<file path="src/rtl/bpsk_rx_ctrl.sv">
`default_nettype none
// ============================================================================
// Module      : bpsk_rx_ctrl
// Description : BPSK receive framer. Hunts for a sync word in the hard-decision
//               bit stream, then assembles frame_len payload bytes and hands
//               them downstream with a valid/ready handshake.
//               Optional build macro BPSK_RX_PHASE_INV_EN: also lock on the
//               inverted sync word and invert the payload of that frame.
// Revision    : 1.0 - initial release
// ============================================================================
module bpsk_rx_ctrl #(
    parameter logic [7:0] SYNC_WORD = 8'hD3
) (
    input  logic       clk,
    input  logic       rst_n,
    input  logic       enable,
    input  logic       sym_stb,
    input  logic       bit_in,
    input  logic [3:0] frame_len,
    input  logic       byte_ready,
    output logic [7:0] byte_data,
    output logic       byte_valid,
    output logic       locked,
    output logic       frame_done,
    output logic       overflow
);

    localparam logic [1:0] S_IDLE    = 2'd0;
    localparam logic [1:0] S_HUNT    = 2'd1;
    localparam logic [1:0] S_PAYLOAD = 2'd2;
    localparam logic [1:0] S_DONE    = 2'd3;

    logic [1:0] r_state,    w_state_nxt;
    logic [7:0] r_shift,    w_shift_nxt;
    logic [3:0] r_bit_cnt,  w_bit_cnt_nxt;
    logic [4:0] r_len,      w_len_nxt;
    logic [4:0] r_byte_cnt, w_byte_cnt_nxt;
    logic       w_byte_done;
    logic [7:0] w_hunt_shift;
    logic       w_match_pos;
    logic       w_pay_bit;

    logic [7:0] r_byte_data;
    logic       r_byte_valid;
    logic       r_frame_done;
    logic       r_overflow;

    // Candidate sync window: the hunt register with the current bit appended.
    assign w_hunt_shift = {r_shift[6:0], bit_in};
    assign w_match_pos  = (w_hunt_shift == SYNC_WORD);

`ifdef BPSK_RX_PHASE_INV_EN
    logic r_pol, w_pol_nxt;
    logic w_match_neg;
    assign w_match_neg = (w_hunt_shift == ~SYNC_WORD);
    assign w_pay_bit   = bit_in ^ r_pol;

    // Polarity flag: set when the frame locked on the inverted sync word.
    always_ff @(posedge clk or negedge rst_n) begin
        if (!rst_n) r_pol <= 1'b0;
        else        r_pol <= w_pol_nxt;
    end
`else
    assign w_pay_bit = bit_in;
`endif

    // Next-state logic for the framer FSM, hunt/assembly shifter and counters.
    always_comb begin
        w_state_nxt    = r_state;
        w_shift_nxt    = r_shift;
        w_bit_cnt_nxt  = r_bit_cnt;
        w_len_nxt      = r_len;
        w_byte_cnt_nxt = r_byte_cnt;
        w_byte_done    = 1'b0;
`ifdef BPSK_RX_PHASE_INV_EN
        w_pol_nxt      = r_pol;
`endif
        if (!enable) begin
            w_state_nxt    = S_IDLE;
            w_shift_nxt    = 8'd0;
            w_bit_cnt_nxt  = 4'd0;
            w_len_nxt      = 5'd0;
            w_byte_cnt_nxt = 5'd0;
`ifdef BPSK_RX_PHASE_INV_EN
            w_pol_nxt      = 1'b0;
`endif
        end else begin
            case (r_state)
                S_IDLE: begin
                    w_state_nxt = S_HUNT;
                end
                S_HUNT: begin
                    if (sym_stb) begin
                        w_shift_nxt   = w_hunt_shift;
                        w_bit_cnt_nxt = (r_bit_cnt == 4'd8) ? 4'd8 : r_bit_cnt + 4'd1;
                        // The bit count gate keeps the zeroed register from
                        // matching before a full window has been received.
                        if (w_bit_cnt_nxt == 4'd8 && w_match_pos) begin
                            w_state_nxt = S_PAYLOAD;
                        end
`ifdef BPSK_RX_PHASE_INV_EN
                        if (w_bit_cnt_nxt == 4'd8 && !w_match_pos && w_match_neg) begin
                            w_state_nxt = S_PAYLOAD;
                            w_pol_nxt   = 1'b1;
                        end
`endif
                        if (w_state_nxt == S_PAYLOAD) begin
                            w_shift_nxt    = 8'd0;
                            w_bit_cnt_nxt  = 4'd0;
                            w_byte_cnt_nxt = 5'd0;
                            w_len_nxt      = (frame_len == 4'd0) ? 5'd16 : {1'b0, frame_len};
                        end
                    end
                end
                S_PAYLOAD: begin
                    if (sym_stb) begin
                        w_shift_nxt = {r_shift[6:0], w_pay_bit};
                        if (r_bit_cnt == 4'd7) begin
                            w_byte_done    = 1'b1;
                            w_bit_cnt_nxt  = 4'd0;
                            w_byte_cnt_nxt = r_byte_cnt + 5'd1;
                            if (r_byte_cnt + 5'd1 == r_len) w_state_nxt = S_DONE;
                        end else begin
                            w_bit_cnt_nxt = r_bit_cnt + 4'd1;
                        end
                    end
                end
                default: begin
                    // DONE: strobes ignored, restart the hunt from scratch.
                    w_state_nxt    = S_HUNT;
                    w_shift_nxt    = 8'd0;
                    w_bit_cnt_nxt  = 4'd0;
                    w_byte_cnt_nxt = 5'd0;
`ifdef BPSK_RX_PHASE_INV_EN
                    w_pol_nxt      = 1'b0;
`endif
                end
            endcase
        end
    end

    // State, shifter and counter registers.
    always_ff @(posedge clk or negedge rst_n) begin
        if (!rst_n) begin
            r_state    <= S_IDLE;
            r_shift    <= 8'd0;
            r_bit_cnt  <= 4'd0;
            r_len      <= 5'd0;
            r_byte_cnt <= 5'd0;
        end else begin
            r_state    <= w_state_nxt;
            r_shift    <= w_shift_nxt;
            r_bit_cnt  <= w_bit_cnt_nxt;
            r_len      <= w_len_nxt;
            r_byte_cnt <= w_byte_cnt_nxt;
        end
    end

    // Output holding register: load on completion unless a byte is stuck
    // unaccepted, in which case the new byte is dropped and flagged.
    always_ff @(posedge clk or negedge rst_n) begin
        if (!rst_n) begin
            r_byte_data  <= 8'd0;
            r_byte_valid <= 1'b0;
            r_frame_done <= 1'b0;
            r_overflow   <= 1'b0;
        end else begin
            r_frame_done <= (r_state == S_PAYLOAD) && (w_state_nxt == S_DONE);
            r_overflow   <= 1'b0;
            if (!enable) begin
                r_byte_valid <= 1'b0;
            end else if (w_byte_done) begin
                if (!r_byte_valid || byte_ready) begin
                    r_byte_data  <= w_shift_nxt;
                    r_byte_valid <= 1'b1;
                end else begin
                    r_overflow <= 1'b1;
                end
            end else if (r_byte_valid && byte_ready) begin
                r_byte_valid <= 1'b0;
            end
        end
    end

    assign byte_data  = r_byte_data;
    assign byte_valid = r_byte_valid;
    assign locked     = (r_state == S_PAYLOAD);
    assign frame_done = r_frame_done;
    assign overflow   = r_overflow;

endmodule
`default_nettype wire

</file>
<file path="config.mk">
export PLATFORM = sky130hd
export DESIGN_NAME = bpsk_rx_ctrl
export DESIGN_NICKNAME = d
export VERILOG_FILES = /design/src/rtl/bpsk_rx_ctrl.sv
export SDC_FILE = /design/constraint.sdc
export NUM_CORES = 1
export LEC_CHECK = 0
export BUFFER_PORTS_ARGS = -buffer_cell sky130_fd_sc_hd__clkbuf_2
export CORE_ASPECT_RATIO = 1.25
export CORE_UTILIZATION = 40
export DETAILED_ROUTE_END_ITERATION = 8
export HOLD_SLACK_MARGIN = 0.15
export PLACE_DENSITY_LB_ADDON = 0.1
export RECOVER_POWER = 25
export SLEW_MARGIN = 20
export SYNTH_ARGS = -nofsm -noshare
export SYNTH_HDL_FRONTEND = slang
export SYNTH_SLANG_ARGS = --single-unit
</file>
<file path="constraint.sdc">
create_clock -name clk -period 2.7 [get_ports clk]
set_input_delay 0.135 -clock clk [delete_from_list [all_inputs] [get_ports clk]]
set_output_delay 0.135 -clock clk [all_outputs]
set_load 0.02 [all_outputs]
</file>
==> key figures <==
Routing
  • Drt first pass iters: 4
  • Vias: between 1500 and 2000
  • DRT antenna net count: 0
  • Drt drc: 0
  • Routed WL: about 5 mm
  • Starting DRT DRC Count: 109
  • Wire length per cell: 15.5 um
  • DR vias/cell: roughly 5.5

Clock tree
  • CTS root buf: clkbuf_8
  • CTS max path bufs: 2
  • Post-CTS Setup Bufs: 0
  • CTS H-Tree Depth: 2
  • Clock Pin Slew Worst Setup and Hold Paths: 0.07 ns
  • Sink Count: 35
  • CTS tree: built
  • Worst skew pair latency: 0.29 ns
  • CTS buffer count: 5

Final layout
  • N_diodes: 0
  • Nets: 279
  • Post-Layout Inst Area: around 2400 um^2
  • Layout cells sized above 1: between 10% and 20%
  • Area grow syn2layout: 13.5%
  • Layout Utilization: between 40% and 50%

Power and ir drop
  • Static Leak: between 0.9 and 1 nW
  • Peak supply drop: around 0.00017 V
  • Flop pwr share: a little over half
  • P_sw: around 0.25 mW
  • Sw Share: approximately a quarter
  • Clock power share: a little under two fifths
  • Power Density: 411 nW/um^2
  • Combinational power share: between 9 and 10%
  • Final Power: ~1.0 mW
  • Int Power: about 0.74 mW

STA
  • TNS Setup: 0 ns
  • Final worst path period need: ~2.1 ns
  • Pins Over Slew Limit: 36
  • Fmax: 0.472 GHz
  • RSZ-0062 raised after global routing: no
  • Clk_skew: about 0.0073 ns
  • Tcrit/Tclk final: about four fifths
  • Final setup vio count: 0
  • Slew HR: -27.4%
  • Final Hold Viols: 0
  • Worst Tran Pin Value: ~1.9 ns

Synth
  • Mapped Nets: ~250
  • Most frequent cells after synthesis: dfrtp_1 (35), nand2_1 (27), a21oi_1 (20), o21ai_0 (20), nor2b_1 (12)
  • Synth Flop Type: dfrtp_1
  • Seq cells post-synth: 35
  • Syn Inst Count: around 230
  • Most numerous cell in the Yosys netlist: dfrtp_1
  • Post-synth top area share: 41.0%
  • EDFF count, synth: 0
  • Netlist Area Pre-Place: 2140 um^2
  • Asr flop ratio synth: 100%
  • Synth area leader: dfrtp_1
  • Synth area leaders: dfrtp_1 (41%), nand2_1 (4.7%), a21oi_1 (4.7%)
  • Post-Syn Area per Cell: between 9 and 10 um^2
  • Distinct cells, synth: 44
  • Seq/Total Area, Yosys: 41.0%
  • Ys Warns: 0

Worst setup path
  • Largest stage delay on the critical path: 0.44 ns
  • Crit path DAT: around 2.3 ns
  • Crit-path cells: inv_1, ha_1, nor2_1, o21bai_1, nand2b_1, o311ai_1, o41ai_1
  • Slowest CP cell: o21bai_1
  • Endpoint class of the critical path: flop
  • Critical path fanouts, max: 12
  • Startpoint Class: flop
  • R2r startpoint: r_state[0]$_DFF_PN0_
  • Required @ worst endpoint: 2.87 ns
  • Critical path type: flop to flop
  • Worst setup path start: r_state[0]$_DFF_PN0_

Status
  • Failing checks: max-capacitance violations, max-slew violations
  • Status: finished, violations left

Floorplan
  • Core Rows: 29
  • Die area: about 5600 um^2
  • I/O pin cnt: 22
  • DIE HEIGHT: 83.7 um
  • Starting Density: about two fifths
  • Core ar.: a little over 5000 um^2
  • Die width: 67.4 um

Place
  • Number of port buffers: 21
  • Area post-placement: between 2000 and 2500 um^2
  • Placer Congestion: about 0.77
  • DPL Wire Length: about 3.6 mm

Worst hold path
  • HP Class: input port to flop
  • HP Start: bit_in

Global routing
  • GRT Overall Usage: between 10% and 20%
  • Largest net degree at the start of global routing: 36
  • GR Overflow Total: 0
  • Initial antenna violation count: 0
  • First-pass GRT wire length: between 8 and 9 mm
  • Vias in the first global route: 1749

Flow run
  • Max_cap viols: 1
-- sequential cells by signal (all words and copies together) (netlist names) --
signal / cells
byte_data: 8
byte_valid: 1
frame_done: 1
overflow: 1
r_bit_cnt: 4
r_byte_cnt: 5
r_len: 5
r_shift: 8
r_state: 2
-- critical path: cells and delay by family (launching register included) --
family                   cells  cell delay (ns)
flip-flops                   1             0.42
adder cells (fa/ha/maj)      1             0.43
AO/OA/AOI/OAI                3             0.66
buffers and inverters        1             0.14
AND/OR/NAND/NOR              2             0.36
-- metal layers --
layer  vias to the layer above  wire length, um  track usage (%)
li1                        919                -                -
met1                       842             2280             24.8
met2                        28             2540             33.0
met3                         5              139             3.96
met4                         0               57             6.58
met5                         -                0                0
-- area by class of cell --
class / instances / area, um^2
multi-input cells: 182 / 1200
flip-flops and latches: 35 / 876
inverters: 8 / 30.0
clock buffers: 7 / 76.3
well taps: 62 / 77.6
fillers: 504 / 2690
repair buffers: 29 / 165
clock inverters: 1 / 5.00
-- per-stage QoR --
step                instances  setup slack (ns)  hold slack (ns)
floorplan                 234             0.738           -0.161
global placement          310             0.588            0.308
detailed placement        310             0.553            0.309
CTS                       324             0.541            0.174
global route              324             0.218            0.185
finish                    324             0.579            0.172
-- cell families (layout without fill, tap and decap cells) --
| logic type | Yosys count | count (layout) | synth area share [%] |
|---|---|---|---|
| AO/OA/AOI/OAI | 80 | 80 | 24.9 |
| XOR/XNOR | 8 | 8 | 3.28 |
| buffers and inverters | 17 | 45 | 3.10 |
| flip-flops | 35 | 35 | 41.0 |
| adder cells (fa/ha/maj) | 8 | 8 | 4.68 |
| multiplexers | 8 | 8 | 4.21 |
| AND/OR/NAND/NOR | 78 | 78 | 18.9 |
-- power by group through the flow --
stage	logic [mW]	registers (mW)	clock network [mW]
3_5_place_dp	0.0914	0.542	0
4_1_cts	0.0986	0.532	0.386
6_report	0.0969	0.532	0.367
2_1_floorplan	0.0573	0.541	0
5_1_grt	0.109	0.532	0.406
3_3_place_gp	0.0917	0.542	0
-- timing repair --
item / 4_1_cts / 5_1_grt
hold buffers: 6 / 0
resized for setup: 0 / 0
endpoints found under the hold margin: 41 / 0
endpoints found under the setup margin: 0 / 0
-- final timing paths --
kind | to | slack (ns) | cells past startpoint
min | r_shift[0]$_DFF_PN0_ | 0.17 | 3
max | r_byte_cnt[2]$_DFFE_PN0P_ | 0.58 | 7
max reg2reg | r_byte_cnt[2]$_DFFE_PN0P_ | 0.58 | 7
max in group asynchronous | r_state[0]$_DFF_PN0_ | 0.69 | 2
min reg2reg | byte_data[3]$_DFFE_PN0P_ | 0.48 | 2
min in group asynchronous | byte_data[3]$_DFFE_PN0P_ | 0.92 | 2
-- layout by cell type, fill, tap and decap left out, drive strengths merged, types with 6 or more instances in the layout --
cell type and instances:
o31ai 9, dlygate4sd3 6, inv 8, mux2 8, nand2b 6, nor2b 12, nand3 10, ha 8
nand2 27, dfrtp 35, clkbuf 28, a22o 8, nor2 8, o21ai 21, a21oi 20
(Power assumes the default switching activity.)
